### config.mk
export PLATFORM = sky130hd
export DESIGN_NAME = uart_tx
export DESIGN_NICKNAME = d
export VERILOG_FILES = /design/src/rtl/uart_tx.sv
export SDC_FILE = /design/constraint.sdc
export NUM_CORES = 1
export LEC_CHECK = 0
export ABC_CLOCK_PERIOD_IN_PS = 1500
export CORE_MARGIN = 1.5
export CORE_UTILIZATION = 45
export CTS_CLUSTER_DIAMETER = 60
export DETAILED_ROUTE_END_ITERATION = 10
export HOLD_SLACK_MARGIN = 0.15
export PLACE_DENSITY = 0.83
export SETUP_SLACK_MARGIN = 0.2
export SYNTH_ARGS = -nofsm -noshare
export SYNTH_HDL_FRONTEND = slang
export SYNTH_SLANG_ARGS = --single-unit
### constraint.sdc
create_clock -name clk -period 1.5 [get_ports clk]
set_input_delay 0.15 -clock clk [delete_from_list [all_inputs] [get_ports clk]]
set_output_delay 0.15 -clock clk [all_outputs]
set_load 0.01 [all_outputs]
### src/rtl/uart_tx.sv
// UART serial transmitter: accepts one word over valid/ready and shifts it out
// as start, LSB-first data, optional parity and 1-2 stop bits on baud_tick.
//
// state  | meaning
// -------+-------------------------------------------------------------
// IDLE   | line at mark, tx_ready high, waiting for a transfer
// ARM    | word latched, line at mark, waiting for a tick boundary
// START  | start bit (0) on the line
// DATA   | data bits on the line, LSB first
// PARITY | parity bit on the line
// STOP   | stop bit(s) (1) on the line; final tick returns to IDLE
module uart_tx #(
    parameter int DATA_BITS  = 8,
    parameter int PARITY_EN  = 0,
    parameter int PARITY_ODD = 0,
    parameter int STOP_BITS  = 1
) (
    input  logic                 clk,
    input  logic                 rst_n,
    input  logic                 baud_tick,
    input  logic [DATA_BITS-1:0] tx_data,
    input  logic                 tx_valid,
    output logic                 tx_ready,
    output logic                 tx,
    output logic                 tx_busy,
    output logic                 tx_done
);

    localparam int IDX_W = $clog2(DATA_BITS);
    localparam logic [IDX_W-1:0] IDX_LAST = IDX_W'(DATA_BITS - 1);
    localparam logic ODD_BIT = (PARITY_ODD != 0);

    localparam logic [2:0] S_IDLE   = 3'd0;
    localparam logic [2:0] S_ARM    = 3'd1;
    localparam logic [2:0] S_START  = 3'd2;
    localparam logic [2:0] S_DATA   = 3'd3;
    localparam logic [2:0] S_PARITY = 3'd4;
    localparam logic [2:0] S_STOP   = 3'd5;

    logic [2:0]           state_q, state_d;
    logic                 tx_q, tx_d;
    logic                 done_q, done_d;
    logic [DATA_BITS-1:0] shift_q, shift_d;
    logic                 par_q, par_d;
    logic [IDX_W-1:0]     idx_q, idx_d;
    logic                 stop_q, stop_d;

    always_comb begin
        state_d = state_q;
        tx_d    = tx_q;
        done_d  = 1'b0;
        shift_d = shift_q;
        par_d   = par_q;
        idx_d   = idx_q;
        stop_d  = stop_q;

        case (state_q)
            S_IDLE: begin
                // Transfer ignores baud_tick so the start bit is always a full period.
                if (tx_valid) begin
                    state_d = S_ARM;
                    shift_d = tx_data;
                    par_d   = (^tx_data) ^ ODD_BIT;
                    idx_d   = '0;
                    stop_d  = 1'b0;
                end
            end
            S_ARM: begin
                if (baud_tick) begin
                    state_d = S_START;
                    tx_d    = 1'b0;
                end
            end
            S_START: begin
                if (baud_tick) begin
                    state_d = S_DATA;
                    tx_d    = shift_q[0];
                    shift_d = shift_q >> 1;
                    idx_d   = '0;
                end
            end
            S_DATA: begin
                if (baud_tick) begin
                    if (idx_q < IDX_LAST) begin
                        idx_d   = idx_q + IDX_W'(1);
                        tx_d    = shift_q[0];
                        shift_d = shift_q >> 1;
                    end else if (PARITY_EN != 0) begin
                        state_d = S_PARITY;
                        tx_d    = par_q;
                    end else begin
                        state_d = S_STOP;
                        tx_d    = 1'b1;
                        stop_d  = 1'b0;
                    end
                end
            end
            S_PARITY: begin
                if (baud_tick) begin
                    state_d = S_STOP;
                    tx_d    = 1'b1;
                    stop_d  = 1'b0;
                end
            end
            S_STOP: begin
                if (baud_tick) begin
                    if (STOP_BITS == 2 && !stop_q) begin
                        stop_d = 1'b1;
                    end else begin
                        state_d = S_IDLE;
                        done_d  = 1'b1;
                    end
                end
            end
            default: begin
                state_d = S_IDLE;
                tx_d    = 1'b1;
            end
        endcase
    end

    always_ff @(posedge clk or negedge rst_n) begin
        if (!rst_n) begin
            state_q <= S_IDLE;
            tx_q    <= 1'b1;
            done_q  <= 1'b0;
            shift_q <= '0;
            par_q   <= 1'b0;
            idx_q   <= '0;
            stop_q  <= 1'b0;
        end else begin
            state_q <= state_d;
            tx_q    <= tx_d;
            done_q  <= done_d;
            shift_q <= shift_d;
            par_q   <= par_d;
            idx_q   <= idx_d;
            stop_q  <= stop_d;
        end
    end

    assign tx       = tx_q;
    assign tx_done  = done_q;
    assign tx_ready = (state_q == S_IDLE);
    assign tx_busy  = (state_q != S_IDLE);

endmodule

======== Word level (Yosys, flattened, before mapping) ========
Cells that the tools add are included.
storage, ports and cells
  bits in registers ....................... 16
  input bits .............................. 12
  output and inout bits ................... 4
  word-level logic and storage cells ...... 53
operators by class
  add/sub/neg operators ................... 1
  magnitude comparators ................... 1
  eq/ne operators ......................... 13
  mux-type cells .......................... 25
  bitwise operators ....................... 1
  reductions and logical operators ........ 7
operators by type and width
  operator               number
  $mux W8                4
  $mux W3                10
  $pmux W8 S3            1
  $pmux W3 S6            1
  $ne A2 B2 Y1 const B   8
  $reduce_and A5 Y1      2
  $pmux W3 S3            1
  $mux W1                7
  $reduce_and A7 Y1      1
  $eq A3 B2 Y1 const B   2
  $eq A3 B3 Y1 const B   2
  $reduce_bool A3 Y1     2
  $pmux W1 S5            1
  $add A3 B1 Y3 const B  1
  $eq A3 B1 Y1 const B   1
  $logic_not A3 Y1       1
  $lt A3 B3 Y1 const B   1
  $reduce_or A2 Y1       1
  $not A1 Y1             1

======== Longest topological paths before layout ========
Gate-level depths: netlist of the first run.
  depth after elaboration ................. 4
  mapped depth ............................ 5
  mapped depth without buffers ............ 4

======== Worst setup path before layout of the first run ========
OpenSTA, ideal clock, no wires.
  path kind ............................... reg-to-reg
  start point ............................. register state_q[2]
  end point ............................... register shift_q[2]
  library setup time ...................... 0.125 ns
  arrival ................................. 1.344 ns
  setup slack ............................. 0.031 ns
  cell stages (with the launch flop) ...... 6
  path buffers ............................ 2
  cell sequence ........................... dfrtp_1 > buf_2 > nand2b_1 > buf_2 > mux2_2 > mux2_2
between the ends
  cells in the longest elaborated chain, start to end .. 3
  elaborated cells on any way between the ends .. 10
  classes of those cells .................. 6 x eq/ne; 1 x mux; 3 x reduce/logical
RTL lines
  element                                                              RTL line  source
  from (decl)                                                          40        logic [2:0] state_q, state_d;
  from (signal assigned)                                               132       state_q <= state_d;
  $eq A3 B2 Y1 / $logic_not A3 Y1 (equally long branches)              57        case (state_q)
  $ne A2 B2 Y1 (no line) / $reduce_bool A3 Y1 (equally long branches)  -
  $reduce_and A5 Y1 (no line)                                          -
  to (signal assigned)                                                 135       shift_q <= shift_d;
  to (decl)                                                            43        logic [DATA_BITS-1:0] shift_q, shift_d;
Several ways; a longest one is shown, not always the timed one.
A chain may end at the register's enable or synchronous reset.

======== Worst setup path in the final report of the first run ========
  start point ............................. register state_q[1]
  end point ............................... register shift_q[4]
Same word-level chain as after synthesis.

==> results of run 1 <==
cells in the mapped netlist:
library cell   n
a211oi_1       1
a21boi_0       1
a21oi_1        1
a31o_2         1
a32o_2         1
a32oi_1        1
and3_1         1
buf_2          2
buf_6          2
clkbuf_1       2
dfrtp_1       15
dfstp_2        1
ha_1           1
inv_1          7
mux2_2         9
mux2_4         7
mux2i_1        1
nand2_1        5
nand2b_1       1
nand3_1        3
nand4_1        1
nor2_1         3
nor2b_1        1
nor3_1         2
nor3b_1        1
o21a_1         1
o21ai_0        3
o221a_2        1
o22ai_1        2
o32ai_1        1
critical path, delay by kind of cell, from the launching register on:
family | cells | cell delay, ps
compound gates | 1 | 300
flops | 1 | 420
buf+inv | 1 | 130
mux | 2 | 630
metal layers:
layer / vias up / part of all wire (%)
li1: 354 / -
met4: 0 / 3.6
met3: 10 / 3.3
met5: - / 0
met1: 374 / 38
met2: 19 / 55
cells in the final DEF, fill, tap and decap left out, types with 3 or more instances in the layout:
| cell type | count |
|---|---|
| nand2_1 | 4 |
| mux2_4 | 8 |
| buf_4 | 14 |
| inv_1 | 5 |
| nand3_1 | 3 |
| buf_6 | 8 |
| clkbuf_4 | 3 |
| dfrtp_1 | 14 |
| mux2_2 | 8 |
| clkdlybuf4s50_1 | 11 |
worst max path at each step:
stage	slack, ps	end	startpoint
floorplan	30	shift_q[0]$_DFFE_PN0P_	state_q[1]$_DFFE_PN0P_
global placement	-140	shift_q[6]$_DFFE_PN0P_	baud_tick
detailed placement	-160	shift_q[6]$_DFFE_PN0P_	baud_tick
CTS	-110	shift_q[4]$_DFFE_PN0P_	state_q[1]$_DFFE_PN0P_
global route	-130	shift_q[4]$_DFFE_PN0P_	state_q[1]$_DFFE_PN0P_
finish	-110	shift_q[4]$_DFFE_PN0P_	state_q[1]$_DFFE_PN0P_
cell type report:
type                            count  area, µm²
Timing Repair Buffer               36        333
Clock buffer                        4       26.3
Fill cell                         114        482
Sequential cell                    16        403
Inverter                            7       28.8
Tap cell                           25       31.3
Multi-Input combinational cell     51        479
registers in the layout, indices dropped and copies added, names as in the netlist:
| register | cells |
|---|---|
| idx_q | 3 |
| state_q | 3 |
| tx_done | 1 |
| shift_q | 8 |
| tx | 1 |
what timing repair did:
| action | CTS | global route |
|---|---|---|
| gates cloned | 1 | 0 |
| endpoints found under the setup margin | 16 | 17 |
| setup buffers | 4 | 4 |
| gates resized for setup | 27 | 8 |
| hold endpoints to repair | 4 | 0 |
| hold buffers | 1 | 0 |
| pin swaps | 3 | 6 |
power by group:
group	total [mW]	internal (mW)	switching, mW
combinational	1.66	0.953	0.711
sequential	0.741	0.617	0.124
clock	0.244	0.104	0.141
logic make-up (layout without fill, tap and decap cells):
group	Yosys count	in the layout	share of synthesized area, %
buf+inv	13	47	7.47
mux	17	17	24.4
fa+ha+maj	1	1	1.41
simple gates	18	18	9.86
compound gates	14	15	11.7
flops	16	16	45.2
==> results.md, run 1 <==
* DRT Wirelength at 2520 µm
* Clk sinks at 16
* Fin crit period at 1610 ps
* Class of the most critical setup path: reg2reg
* Final core occ at 73.0%
* Die X at 47.4 µm
* Placer's final routability congestion estimate at 0.837
* Critical path fanouts, max at 5
* CTS tree: done
* Deepest clock path buffer count at 2
* Routed WL per cell at 18.1 µm
* CP Data Arrival Time at 1790 ps
* Post-Layout Cell Count at 139
* Area after DPL at 0.00112 mm²
* Clock Latency Late Sink at 300 ps
* Met3 usage in global routing at 7.55%
* Worst vdd ir at 1.20 mV
* Vias at 757
* Slowest stage delay, CP at 420 ps
* Hold Slack at 465 ps
* Largest net degree at the start of global routing at 12
* Yosys cell types at 30
* Port bufs at 15
* # IOs at 16
* Fin nets at 128
* Critical Path RT at 1680 ps
* DR pass1 iterations at 4
* Average via count per standard cell at 5.45
* Status: complete, but fails checks
* Vias in the first global route at 764
* Final setup fails at 9
* Hold_sp: tx$_DFFE_PN1P_
* P_leak at 0.639 nW
* Core area at 0.00178 mm²
* RSZ-0062 raised after global routing: true
* Critical path startpoint category: flip-flop
* Transition time of the tightest slew-check pin at 270 ps
* Die area at 0.00225 mm²
* Failing checks: setup timing
* Crit. End Element: flip-flop
* Slew Limit Fails at 0
* Reg2reg start: state_q[1]$_DFFE_PN0P_
* Worst Skew at 14.5 ps
* Synth area leader: dfrtp_1
* Busiest grt layer: met2
* ANT cells at 0
* DP HPWL at 1490 µm
* Layout cells sized above 1 at 49.1%
* Power per Cell Area at 2040 mW/mm²
* Post-route setup TNS at -561 ps
* Area delta synth->final at 46.5%
* DRT iter0 DRCs at 10
* Yosys warns at 0
* # H-tree levels at 1
* Final worst path period share at 107%
* Post-synth top area share at 42.3%
* ANT nets after route at 0
* CTS Buf Count at 3
* Min-delay worst type: reg2reg
* Worst-path clk slew at 100 ps
* Design area at 0.00130 mm²
* Top cells by area, synth: dfrtp_1 42%, mux2_4 12%, mux2_2 11%
* Placed Cells at 125
* Max_slew headroom at 82.0%
* Crit path cell chain: buf_6, mux2_4, a32o_2, mux2_4
* Die span in y at 47.4 µm
* Total Power at 2.65 mW
* Final worst slack at -109 ps
* Grt ovf at 0
* Site Rows at 15
* All-Layer GR Usage at 24.1%
* Worst path slowest cell: dfrtp_2
* Cell Area, Synth at 888 µm²
* Met2 Use GR at 41.6%
* Flops & latches, synth at 16
* Hold EP: tx$_DFFE_PN1P_
* Seq/Total Area, Yosys at 45.2%
* Reg2Reg Capture Point: shift_q[4]$_DFFE_PN0P_
* Global-route wire length before repair at 3550 µm
* Worst R2R Setup Slack at -110 ps
* Final hold vios at 0
* Root Driver: clkbuf_4
* Pre-CTS setup slack at -158 ps
* Fmax at 0.621 GHz
* Met1 usage at 25.7%
* Cells after synthesis at 79
* Initial antenna violation count at 0
* Initial core utilization at 49.8%
* Most frequent CP cell: mux2_4
* Hold path cells at 2
* Total of max-cap violations at 0
* Syn nets at 92
* Syn avg cell area at 11.2 µm²
* Drt drc at 0
* FF-to-FF path depth at 4
Note: power is estimated with default switching activity, not from simulation.
==> run 2: changes to the inputs <==
--- a/config.mk
+++ b/config.mk
@@ -5,9 +5,9 @@
 export SDC_FILE = /design/constraint.sdc
 export NUM_CORES = 1
 export LEC_CHECK = 0
-export ABC_CLOCK_PERIOD_IN_PS = 1500
-export CORE_MARGIN = 1.5
+export CORE_MARGIN = 2
 export CORE_UTILIZATION = 45
+export CTS_BUF_LIST = sky130_fd_sc_hd__clkbuf_4
 export CTS_CLUSTER_DIAMETER = 60
 export DETAILED_ROUTE_END_ITERATION = 10
 export HOLD_SLACK_MARGIN = 0.15
==> results.md, run 2 (synthesis results as in run 1) <==
* Grt ovf at 0 (unchanged)
* Register Area at 402 µm² (-0.31%)
* Most common cell after layout, fill and taps aside: dfrtp_1
* Die span in y at 48.4 µm (+2.1%)
* FF-to-FF path depth at 4 (unchanged)
* Multi-input combinational cell area at 487 µm² (+1.6%)
* Power per Cell Area at 2010 mW/mm² (-1.5%)
* Vias at 717 (-5.3%)
* Fmax at 0.630 GHz (+1.4%)
* Placer's final routability congestion estimate at 0.806 (-3.8%)
* Area delta synth->final at 43.1%
* Worst vdd ir at 0.854 mV (-29%)
* Clock Latency Late Sink at 290 ps (about the same)
* Vias in the first global route at 741 (-3.0%)
* Worst-path clk slew at 100 ps (about the same)
* Reg2reg start: state_q[1]$_DFFE_PN0P_
* Largest net degree at the start of global routing at 12 (unchanged)
* Register with the most flip-flops: shift_q
* CTS tree: done
* CTS Buf Count at 3 (unchanged)
* Final core occ at 66.8% (-6.1 points)
* DRT iter0 DRCs at 13 (+3)
* Port bufs at 15 (unchanged)
* Initial antenna violation count at 0 (unchanged)
* Critical Path RT at 1680 ps (about the same)
* Status: complete, but fails checks
* Initial core utilization at 46.7% (-3.1 points)
* # H-tree levels at 1 (unchanged)
* ANT cells at 0 (unchanged)
* P_leak at 0.611 nW (-4.5%)
* Average via count per standard cell at 5.23 (-3.9%)
* DRT Wirelength at 1930 µm (-23%)
* Worst R2R Setup Slack at -90 ps (+20 ps)
* Post-Layout Cell Count at 137 (-1.4%)
* Fin crit period at 1590 ps (-21.5 ps)
* Root Driver: clkbuf_4
* Flop pwr share at 29.0% (+1.0 points)
* Most frequent cells in the layout: 15 x dfrtp_1, 11 x clkdlybuf4s50_1, 9 x mux2_4, 9 x buf_4
* RSZ-0062 raised after global routing: true
* Reg2Reg Capture Point: shift_q[5]$_DFFE_PN0P_
* Hold EP: shift_q[7]$_DFFE_PN0P_
* Deepest clock path buffer count at 2 (unchanged)
* Hold_sp: tx_data[7]
* Core area at 0.00190 mm² (+6.7%)
* Total of max-cap violations at 0 (unchanged)
* Clock power frac at 9.3% (about the same)
* Layout cells sized above 1 at 47.3% (-1.9 points)
* Worst Skew at 5.46 ps (-9.06 ps)
* Routed WL per cell at 14.1 µm (-22%)
* Final worst slack at -87.5 ps (+21.5 ps)
* Drt drc at 0 (unchanged)
* Die area at 0.00235 mm² (+4.3%)
* Switching Fraction at 35.3% (-1.5 points)
* Critical path startpoint category: flip-flop
* DP HPWL at 1300 µm (-12%)
* Combinational group share of total power at 61.7% (-1.1 points)
* DR pass1 iterations at 4 (unchanged)
* Crit. End Element: flip-flop
* Net switching power at 0.900 mW (-7.8%)
* Hold path cells at 3 (+1)
* Fin nets at 124 (-3.1%)
* Clk sinks at 16 (unchanged)
* Class of the most critical setup path: reg2reg
* Largest register FFs at 8 (unchanged)
* Fill count at 131 (+15%)
* Max_slew headroom at 81.5% (-0.49 points)
* Final worst path period share at 106% (-1.4 points)
* # IOs at 16 (unchanged)
* Transition time of the tightest slew-check pin at 277 ps (+7.35 ps)
* Slew Limit Fails at 0 (unchanged)
* Placed Cells at 123 (-1.6%)
* Critical path fanouts, max at 5 (unchanged)
* Global-route wire length before repair at 3400 µm (-4.3%)
* Final hold vios at 0 (unchanged)
* Min-delay worst type: in2reg
* Largest registers: shift_q (8), idx_q (3), state_q (3)
* All-Layer GR Usage at 18.8% (-5.4 points)
* Failing checks: setup timing
* Site Rows at 16 (+1)
* CP Data Arrival Time at 1770 ps (-20 ps)
* ANT nets after route at 0 (unchanged)
* Pint at 1.65 mW (-1.4%)
* Die X at 48.4 µm (+2.1%)
* Final setup fails at 7 (-2)
run 2: metal layers:
layer	global-route usage (%)	share of wire [%]	up-vias
met1	22.4	43	348
met4	9.05	0.98	0
met2	33.1	53	18
met3	2.78	2.9	4
li1	-	-	347
met5	0	0	-
run 2: worst max path at each step:
stage / from / endpoint / slack [ps] / depth (start not counted)
final: state_q[1]$_DFFE_PN0P_ / shift_q[5]$_DFFE_PN0P_ / -90 / 4
after global routing: state_q[1]$_DFFE_PN0P_ / shift_q[0]$_DFFE_PN0P_ / -120 / 4
after CTS: state_q[1]$_DFFE_PN0P_ / shift_q[0]$_DFFE_PN0P_ / -80 / 4
after detailed placement: baud_tick / shift_q[5]$_DFFE_PN0P_ / -180 / 4
after global placement: baud_tick / shift_q[6]$_DFFE_PN0P_ / -140 / 4
after floorplan: state_q[1]$_DFFE_PN0P_ / shift_q[0]$_DFFE_PN0P_ / 30 / 4
run 2: stage by stage:
stage	area [µm²]	hold WS [ps]	power [mW]	worst slack, ps	setup TNS [ps]
6_report	1270	432	2.55	-87.5	-446
5_1_grt	1270	445	2.75	-119	-768
4_1_cts	1190	445	2.33	-77.6	-369
3_5_place_dp	1090	415	1.90	-178	-1580
3_3_place_gp	1090	405	1.84	-138	-1220
2_1_floorplan	891	-146	1.61	32.1	0
run 2: final cells by class:
type	count	area share (%)
multi-input combinational	51	38.3
sequential	16	31.6
inverter	7	2.26
tap	27	2.66
clock buffer	3	1.77
clock inverter	1	0.295
timing repair buffer	32	23.1
run 2: power by group through the flow:
stage	clock (mW)	sequential, mW	combinational (mW)
2_1_floorplan	0	0.708	0.902
3_5_place_dp	0	0.744	1.15
3_3_place_gp	0	0.737	1.10
6_report	0.237	0.740	1.57
4_1_cts	0.241	0.733	1.36
5_1_grt	0.269	0.761	1.72
run 2: worst max-delay path, stage by stage (launching register included):
cell and delay, ps:
dfrtp_1 420, buf_6 130, mux2_4 310, a32o_2 300, mux2_4 310
run 2: timing repair:
item                       4_1_cts  5_1_grt
setup endpoints to repair       16       16
resized for setup               20       16
hold endpoints to repair         4        0
pin swaps                        4        5
hold buffers                     1        0
setup buffers                    4        3
cloned                           1        1
